**src/rtl/uart_pkg.sv**
```systemverilog
// Shared UART types and defaults, used by the TX serializer and the future RX deserializer.
package uart_pkg;

    typedef enum logic [2:0] {
        IDLE,
        LOAD,
        START,
        DATA,
        STOP
    } uart_tx_state_t;

    localparam int UART_DEFAULT_DATA_BITS = 8;
    localparam int UART_DEFAULT_DIV_WIDTH = 16;

endpackage

```
**src/rtl/uart_tx_serializer_if.sv**
```systemverilog
// TX fifo read port: the serializer is the master (it issues pops), the fifo is the slave.
interface uart_tx_serializer_if #(
    parameter int DATA_BITS = 8
);

    logic                 rd_en;
    logic                 empty;
    logic [DATA_BITS-1:0] dout;

    modport master (output rd_en, input empty, input dout);
    modport slave  (input rd_en, output empty, output dout);

endinterface

```
**src/rtl/uart_baud_timer.sv**
```systemverilog
// Bit-period down-counter: load starts a period of load_val_i+1 cycles, bit_end_o flags its last cycle.
module uart_baud_timer #(
    parameter int WIDTH = 16
) (
    input  logic             clk,
    input  logic             rst_n,
    input  logic             load_i,
    input  logic [WIDTH-1:0] load_val_i,
    output logic             bit_end_o,
    output logic [WIDTH-1:0] count_o
);

    logic [WIDTH-1:0] cnt_q;
    logic             run_q;

    always_ff @(posedge clk or negedge rst_n) begin
        if (!rst_n) begin
            cnt_q <= '0;
            run_q <= 1'b0;
        end else if (load_i) begin
            cnt_q <= load_val_i;
            run_q <= 1'b1;
        end else if (run_q) begin
            if (cnt_q == '0) begin
                run_q <= 1'b0;
            end else begin
                cnt_q <= cnt_q - WIDTH'(1);
            end
        end
    end

    assign bit_end_o = run_q && (cnt_q == '0);
    assign count_o   = cnt_q;

endmodule

```
**src/rtl/uart_tx_serializer.sv**
```systemverilog
// UART transmitter: pops bytes from the TX fifo and sends them LSB first as start/data/stop frames.
//  state | meaning
//  IDLE  | line high, pops when enabled and fifo has data
//  LOAD  | registered-output fifo: capture dout one cycle after the pop
//  START | start bit (low)
//  DATA  | payload bits, LSB first
//  STOP  | stop bit(s) (high), done in the very last cycle
module uart_tx_serializer
    import uart_pkg::*;
#(
    parameter int DATA_BITS = UART_DEFAULT_DATA_BITS,
    parameter int STOP_BITS = 1,
    parameter int DIV_WIDTH = UART_DEFAULT_DIV_WIDTH,
    parameter bit FIFO_FWFT = 1'b0
) (
    input  logic                 clk,
    input  logic                 rst_n,
    input  logic                 en_i,
    input  logic [DIV_WIDTH-1:0] clk_div_i,
    uart_tx_serializer_if.master fifo_if,
    output logic                 tx_o,
    output logic                 busy_o,
    output logic                 done_o
);

    localparam int CNT_W = $clog2(DATA_BITS + 1);

    uart_tx_state_t       state_q;
    logic [DATA_BITS-1:0] shift_q;
    logic [CNT_W-1:0]     bit_cnt_q;
    logic [DIV_WIDTH-1:0] div_q;
    logic                 tx_q;
    logic                 busy_q;
    logic                 done_q;

    logic                 pop;
    logic                 capture;
    logic                 bit_end;
    logic                 last_data;
    logic                 last_stop;
    logic                 final_end;
    logic                 enter_final;
    logic                 done_set;
    logic                 tmr_load;
    logic [DIV_WIDTH-1:0] tmr_val;
    logic [DIV_WIDTH-1:0] tmr_cnt;

    assign pop           = (state_q == IDLE) && en_i && !fifo_if.empty;
    assign fifo_if.rd_en = pop;
    assign capture       = FIFO_FWFT ? pop : (state_q == LOAD);

    assign last_data = (bit_cnt_q == CNT_W'(DATA_BITS - 1));
    assign last_stop = (bit_cnt_q == CNT_W'(STOP_BITS - 1));
    assign final_end = (state_q == STOP) && last_stop && bit_end;

    // The first bit period takes clk_div_i directly since div_q is only written on the same edge.
    assign tmr_load = capture || (bit_end && !final_end);
    assign tmr_val  = capture ? clk_div_i : div_q;

    // done is registered, so it is set one cycle ahead of the final stop-bit cycle.
    assign enter_final = bit_end &&
                         (((state_q == DATA) && last_data && (STOP_BITS == 1)) ||
                          ((state_q == STOP) && !last_stop));
    assign done_set    = (enter_final && (div_q == '0)) ||
                         ((state_q == STOP) && last_stop && !bit_end && (tmr_cnt == DIV_WIDTH'(1)));

    uart_baud_timer #(
        .WIDTH (DIV_WIDTH)
    ) u_baud_timer (
        .clk        (clk),
        .rst_n      (rst_n),
        .load_i     (tmr_load),
        .load_val_i (tmr_val),
        .bit_end_o  (bit_end),
        .count_o    (tmr_cnt)
    );

    always_ff @(posedge clk or negedge rst_n) begin
        if (!rst_n) begin
            state_q   <= IDLE;
            shift_q   <= '0;
            bit_cnt_q <= '0;
            div_q     <= '0;
            tx_q      <= 1'b1;
            busy_q    <= 1'b0;
            done_q    <= 1'b0;
        end else begin
            done_q <= done_set;
            if (capture) begin
                shift_q <= fifo_if.dout;
                div_q   <= clk_div_i;
            end
            unique case (state_q)
                IDLE: begin
                    if (pop) begin
                        state_q <= FIFO_FWFT ? START : LOAD;
                        busy_q  <= 1'b1;
                        if (FIFO_FWFT) begin
                            tx_q <= 1'b0;
                        end
                    end
                end
                LOAD: begin
                    state_q <= START;
                    tx_q    <= 1'b0;
                end
                START: begin
                    if (bit_end) begin
                        state_q   <= DATA;
                        bit_cnt_q <= '0;
                        tx_q      <= shift_q[0];
                    end
                end
                DATA: begin
                    if (bit_end) begin
                        if (last_data) begin
                            state_q   <= STOP;
                            bit_cnt_q <= '0;
                            tx_q      <= 1'b1;
                        end else begin
                            bit_cnt_q <= bit_cnt_q + CNT_W'(1);
                            shift_q   <= shift_q >> 1;
                            tx_q      <= shift_q[1];
                        end
                    end
                end
                STOP: begin
                    if (bit_end) begin
                        if (last_stop) begin
                            state_q <= IDLE;
                            busy_q  <= 1'b0;
                        end else begin
                            bit_cnt_q <= bit_cnt_q + CNT_W'(1);
                        end
                    end
                end
                default: begin
                    state_q <= IDLE;
                    busy_q  <= 1'b0;
                    tx_q    <= 1'b1;
                end
            endcase
        end
    end

    assign tx_o   = tx_q;
    assign busy_o = busy_q;
    assign done_o = done_q;

endmodule

```
**src/flat_wrapper.sv**
```systemverilog
// flat-port wrapper written by rule: the top's interface ports become plain ports
module uart_tx_serializer_flat import uart_pkg::*;
#(
    parameter int DATA_BITS = UART_DEFAULT_DATA_BITS,
    parameter int STOP_BITS = 1,
    parameter int DIV_WIDTH = UART_DEFAULT_DIV_WIDTH,
    parameter bit FIFO_FWFT = 1'b0
)
  (clk, rst_n, en_i, clk_div_i, tx_o, busy_o, done_o, fifo_if_rd_en, fifo_if_empty, fifo_if_dout);
  uart_tx_serializer_if #(.DATA_BITS(DATA_BITS)) fifo_if_i ();
  input  logic clk;
  input  logic rst_n;
  input  logic en_i;
  input  logic [DIV_WIDTH-1:0] clk_div_i;
  output logic tx_o;
  output logic busy_o;
  output logic done_o;
  output wire logic [$bits(fifo_if_i.rd_en)-1:0] fifo_if_rd_en;
  input wire logic [$bits(fifo_if_i.empty)-1:0] fifo_if_empty;
  input wire logic [$bits(fifo_if_i.dout)-1:0] fifo_if_dout;
  assign fifo_if_rd_en = fifo_if_i.rd_en;
  assign fifo_if_i.empty = fifo_if_empty;
  assign fifo_if_i.dout = fifo_if_dout;
  uart_tx_serializer #(.DATA_BITS(DATA_BITS), .STOP_BITS(STOP_BITS), .DIV_WIDTH(DIV_WIDTH), .FIFO_FWFT(FIFO_FWFT)) u_core (.clk(clk), .rst_n(rst_n), .en_i(en_i), .clk_div_i(clk_div_i), .fifo_if(fifo_if_i), .tx_o(tx_o), .busy_o(busy_o), .done_o(done_o));
endmodule
```
**config.mk**
```make
export PLATFORM = sky130hd
export DESIGN_NAME = uart_tx_serializer_flat
export DESIGN_NICKNAME = d
export VERILOG_FILES = /design/src/rtl/uart_pkg.sv /design/src/rtl/uart_tx_serializer_if.sv /design/src/rtl/uart_baud_timer.sv /design/src/rtl/uart_tx_serializer.sv /design/src/flat_wrapper.sv
export SDC_FILE = /design/constraint.sdc
export NUM_CORES = 1
export LEC_CHECK = 0
export CAP_MARGIN = 25
export CORE_ASPECT_RATIO = 1.75
export CORE_MARGIN = 2
export CORE_UTILIZATION = 50
export CTS_CLUSTER_DIAMETER = 50
export DETAILED_ROUTE_END_ITERATION = 6
export PLACE_DENSITY = 0.73
export SETUP_SLACK_MARGIN = 0.05
export SLEW_MARGIN = 10
export SYNTH_ARGS = -nofsm -noshare
export SYNTH_HDL_FRONTEND = slang
export SYNTH_SLANG_ARGS = --single-unit
```
**constraint.sdc**
```tcl
create_clock -name clk -period 4.34 [get_ports clk]
set_input_delay 0.868 -clock clk [delete_from_list [all_inputs] [get_ports clk]]
set_output_delay 0.868 -clock clk [all_outputs]
set_load 0.01 [all_outputs]
```
==> results by group <==
Timing
  • Final setup violation count: 0
  • Worst Max-Slew Pin Slew: 0.848 ns
  • Setup ws final: 1.14 ns
  • Layout Skew: ~0.0084 ns
  • Fin. Hold Viols: 0
  • Slew Viols, Final: 0
  • F_max: 313 MHz
  • RSZ-0062 raised after global routing: no
  • Final period utilization: 73.7%
  • Worst slew margin: 43.3%
  • Setup TNS: 0 ns
  • Tmin final: 3.20 ns

Synthesis
  • Synth area leader: dfrtp_1
  • Synth Flop Type: dfrtp_1
  • Syn_area_per_cell: between 9 and 10 sq um
  • Yosys warnings: 0
  • Syn Inst Count: 288
  • Syn_nets: 320
  • Area share of the largest cell type after synthesis: 46.1%
  • Yosys reg bits: between 50 and 60
  • Unique masters post-synth: 47
  • Synth top area cells: dfrtp_1 46%, nand2_1 8.0%, mux2_2 3.3%, mux2i_1 3.0%, nor2_1 2.9%
  • Synthesized area: around 2700 sq um
  • Post-synth EDFFs: 0
  • Sequential area share after synthesis: 47.1%
  • Asr flop ratio synth: 100%

CTS
  • CTS tree: done
  • Total CTS buffers: 5
  • Reg clk slew, reported paths: around 0.1 ns
  • CTS H-tree depth: 2
  • CTS Root Cell: clkbuf_8
  • Post-cts resize count: 0
  • Max Buffers Root-to-Sink: 2
  • CTS Sinks: 51
  • Insertion delay to the later sink of the worst-skew pair: 0.31 ns
  • Post-CTS setup repair buffer count: 0
  • CTS Hold Bufs: 0

Route
  • Detail Route Antenna Nets: 0
  • Pre-antenna DRT Iters: 4
  • DRC: 0
  • Wire length per cell after detailed routing: 15.7 um
  • Total wire length: 5830 um
  • Initial drt markers: 60
  • Vias per cell: about 6
  • DR vias: 2221

Placed design
  • Pre-CTS setup slack: approximately 1.1 ns
  • Port Buffers: 31
  • Inst Count DP: 364
  • Gp weighted congestion: 0.846
  • HPWL reported at the end of detailed placement: approximately 4400 um

Floorplanning
  • Effective utilization at floorplan: 51.6%
  • Std cell rows: 35
  • Die ar.: 6060 sq um
  • Die Wd: approximately 60 um
  • Die H: 101 um
  • Placeable Area: 5260 sq um
  • Boundary pin count: 32

Worst setup path
  • Register-to-Register Path Depth: 7
  • Crit Path Max Fanout: 2
  • Critical path type: primary input to output port
  • Crit path capture type: output port
  • Crit start category: primary input
  • CP Launch Point: en_i
  • Reg2reg end: u_core.u_baud_timer.count_o[7]
  • Top delay family on crit path: buffers and inverters
  • CP max stage delay: 0.54 ns
  • Worst R2R Setup Slack: 1.55 ns
  • Required time worst endpoint: 3.47 ns
  • Worst R2R Start: u_core.u_baud_timer.count_o[0]
  • Slowest stage cell on the critical path: clkdlybuf4s50_1
  • Last element of the critical path: fifo_if_rd_en
  • Worst-path cell chain: clkdlybuf4s50_1 -> nor4b_1 -> and2_1 -> clkdlybuf4s50_1
  • WP depth: 4
  • Most frequent CP cell: clkdlybuf4s50_1
  • Critical path buffer and inverter count: 2
  • Arr. time, crit path: around 2.3 ns

Cells and area
  • Layout cells sized above 1: 9.46%
  • Nets: 348
  • N_diodes: 0
  • Non-Filler Instances: 372
  • Layout Area Growth over Synthesis: 16.4%

Power
  • VDD IR-drop max: 0.000308 V
  • Standby leakage power: about 1.3 nW
  • Power Density: 526 nW/um^2

GRT
  • Vias in the first global route: between 2000 and 2500
  • Largest net degree at the start of global routing: 42
  • Initial antenna violation count: 0
  • Global route overflow: 0
  • First-pass GRT wire length: ~9700 um
  • GRT Overall Usage: 21.0%

Hold path
  • Hold Crit Class: primary input to asynchronous set/reset pin

Outcome
  • Status: finished clean

Job
  • Max-cap violations: 0
[per-layer routing]
layer	GRT usage (%)	routed length, um	up-vias
li1	-	-	1085
met1	23.6	2290	1078
met2	37.6	3190	44
met3	3.07	160	14
met4	9.91	183	0
met5	0	0	-
[final cells by class]
class,count,area (sq um)
fill,471,2100
sequential,51,1280
inverter,6,22.5
clock inverter,3,46.3
timing repair buffer,34,328
clock buffer,5,68.8
multi-input combinational,218,1350
tap,55,68.8
[worst min path at each step]
stage | from | endpoint | slack (ns) | cells past startpoint
after floorplan | u_core.div_q[0] | u_core.div_q[0] | 0.46 | 2
after global placement | u_core.div_q[1] | u_core.div_q[1] | 0.48 | 2
after detailed placement | u_core.div_q[1] | u_core.div_q[1] | 0.49 | 2
after global routing | rst_n | u_core.shift_q[5] | 0.41 | 1
after CTS | rst_n | u_core.div_q[13] | 0.41 | 1
final | rst_n | u_core.div_q[4] | 0.41 | 1
[registers in the layout, summed over array words and instances (netlist names)]
| signal | cells |
|---|---|
| u_core.done_o | 1 |
| u_core.div_q | 16 |
| u_core.u_baud_timer.count_o | 16 |
| u_core.bit_cnt_q | 4 |
| u_core.busy_o | 1 |
| u_core.u_baud_timer.run_q | 1 |
| u_core.tx_o | 1 |
| u_core.state_q | 3 |
| u_core.shift_q | 8 |
[report_power, final]
part	switching, mW	internal [mW]	total (mW)
registers	0.192	0.669	0.861
clock network	0.166	0.174	0.340
logic	0.227	0.233	0.460
[cells in the mapped netlist (2+ instances only)]
cell	number
nand2_1	58
dfrtp_1	50
nor2_1	21
a21oi_1	13
nor4_1	12
nor3_1	11
o21ai_0	10
mux2_2	8
mux2i_1	8
clkbuf_1	7
nand3_1	7
a31oi_1	6
inv_1	6
xnor2_1	5
xor2_1	5
a211oi_1	4
buf_2	4
ha_1	4
nand4_1	4
or4_1	4
nand2b_1	3
nor3b_1	3
a211o_1	2
a21o_1	2
a22oi_1	2
and2_1	2
and3b_1	2
buf_6	2
nand3b_1	2
o21ai_1	2
or3b_2	2
or4_4	2
[per-stage QoR]
stage	util [%]	total power [mW]	hold slack (ns)	area (sq um)
after floorplan	-	1.19	0.462	2710
after global placement	57.9	1.31	0.480	3040
after detailed placement	57.9	1.33	0.489	3040
after CTS	60.1	1.67	0.411	3160
after global routing	60.1	1.78	0.408	3160
final	60.1	1.66	0.408	3160
[layout by cell type (no fill, tap or decap), types with 4 or more instances in the layout]
cell / count
a211oi_1: 4
a21oi_1: 13
a31oi_1: 6
clkbuf_8: 5
clkdlybuf4s50_1: 30
dfrtp_1: 50
ha_1: 4
inv_1: 6
mux2_2: 8
mux2i_1: 8
nand2_1: 58
nand3_1: 7
nand4_1: 4
nor2_1: 20
nor3_1: 11
nor4_1: 12
o21ai_0: 10
or4_1: 4
xnor2_1: 5
xor2_1: 5
[cell families (layout without fill, tap and decap cells)]
family                     Yosys count  after routing  share of synthesized area, %
muxes                               17             17                          6.82
AOI/OAI and AO/OA                   48             48                          11.6
adders and majority gates            4              4                          1.84
buffers and inverters               19             48                          3.37
DFF                                 51             51                          47.1
and+or+nand+nor                    139            139                          26.0
xor gates and xnor gates            10             10                          3.23
Power figures use the tool's default switching activity.
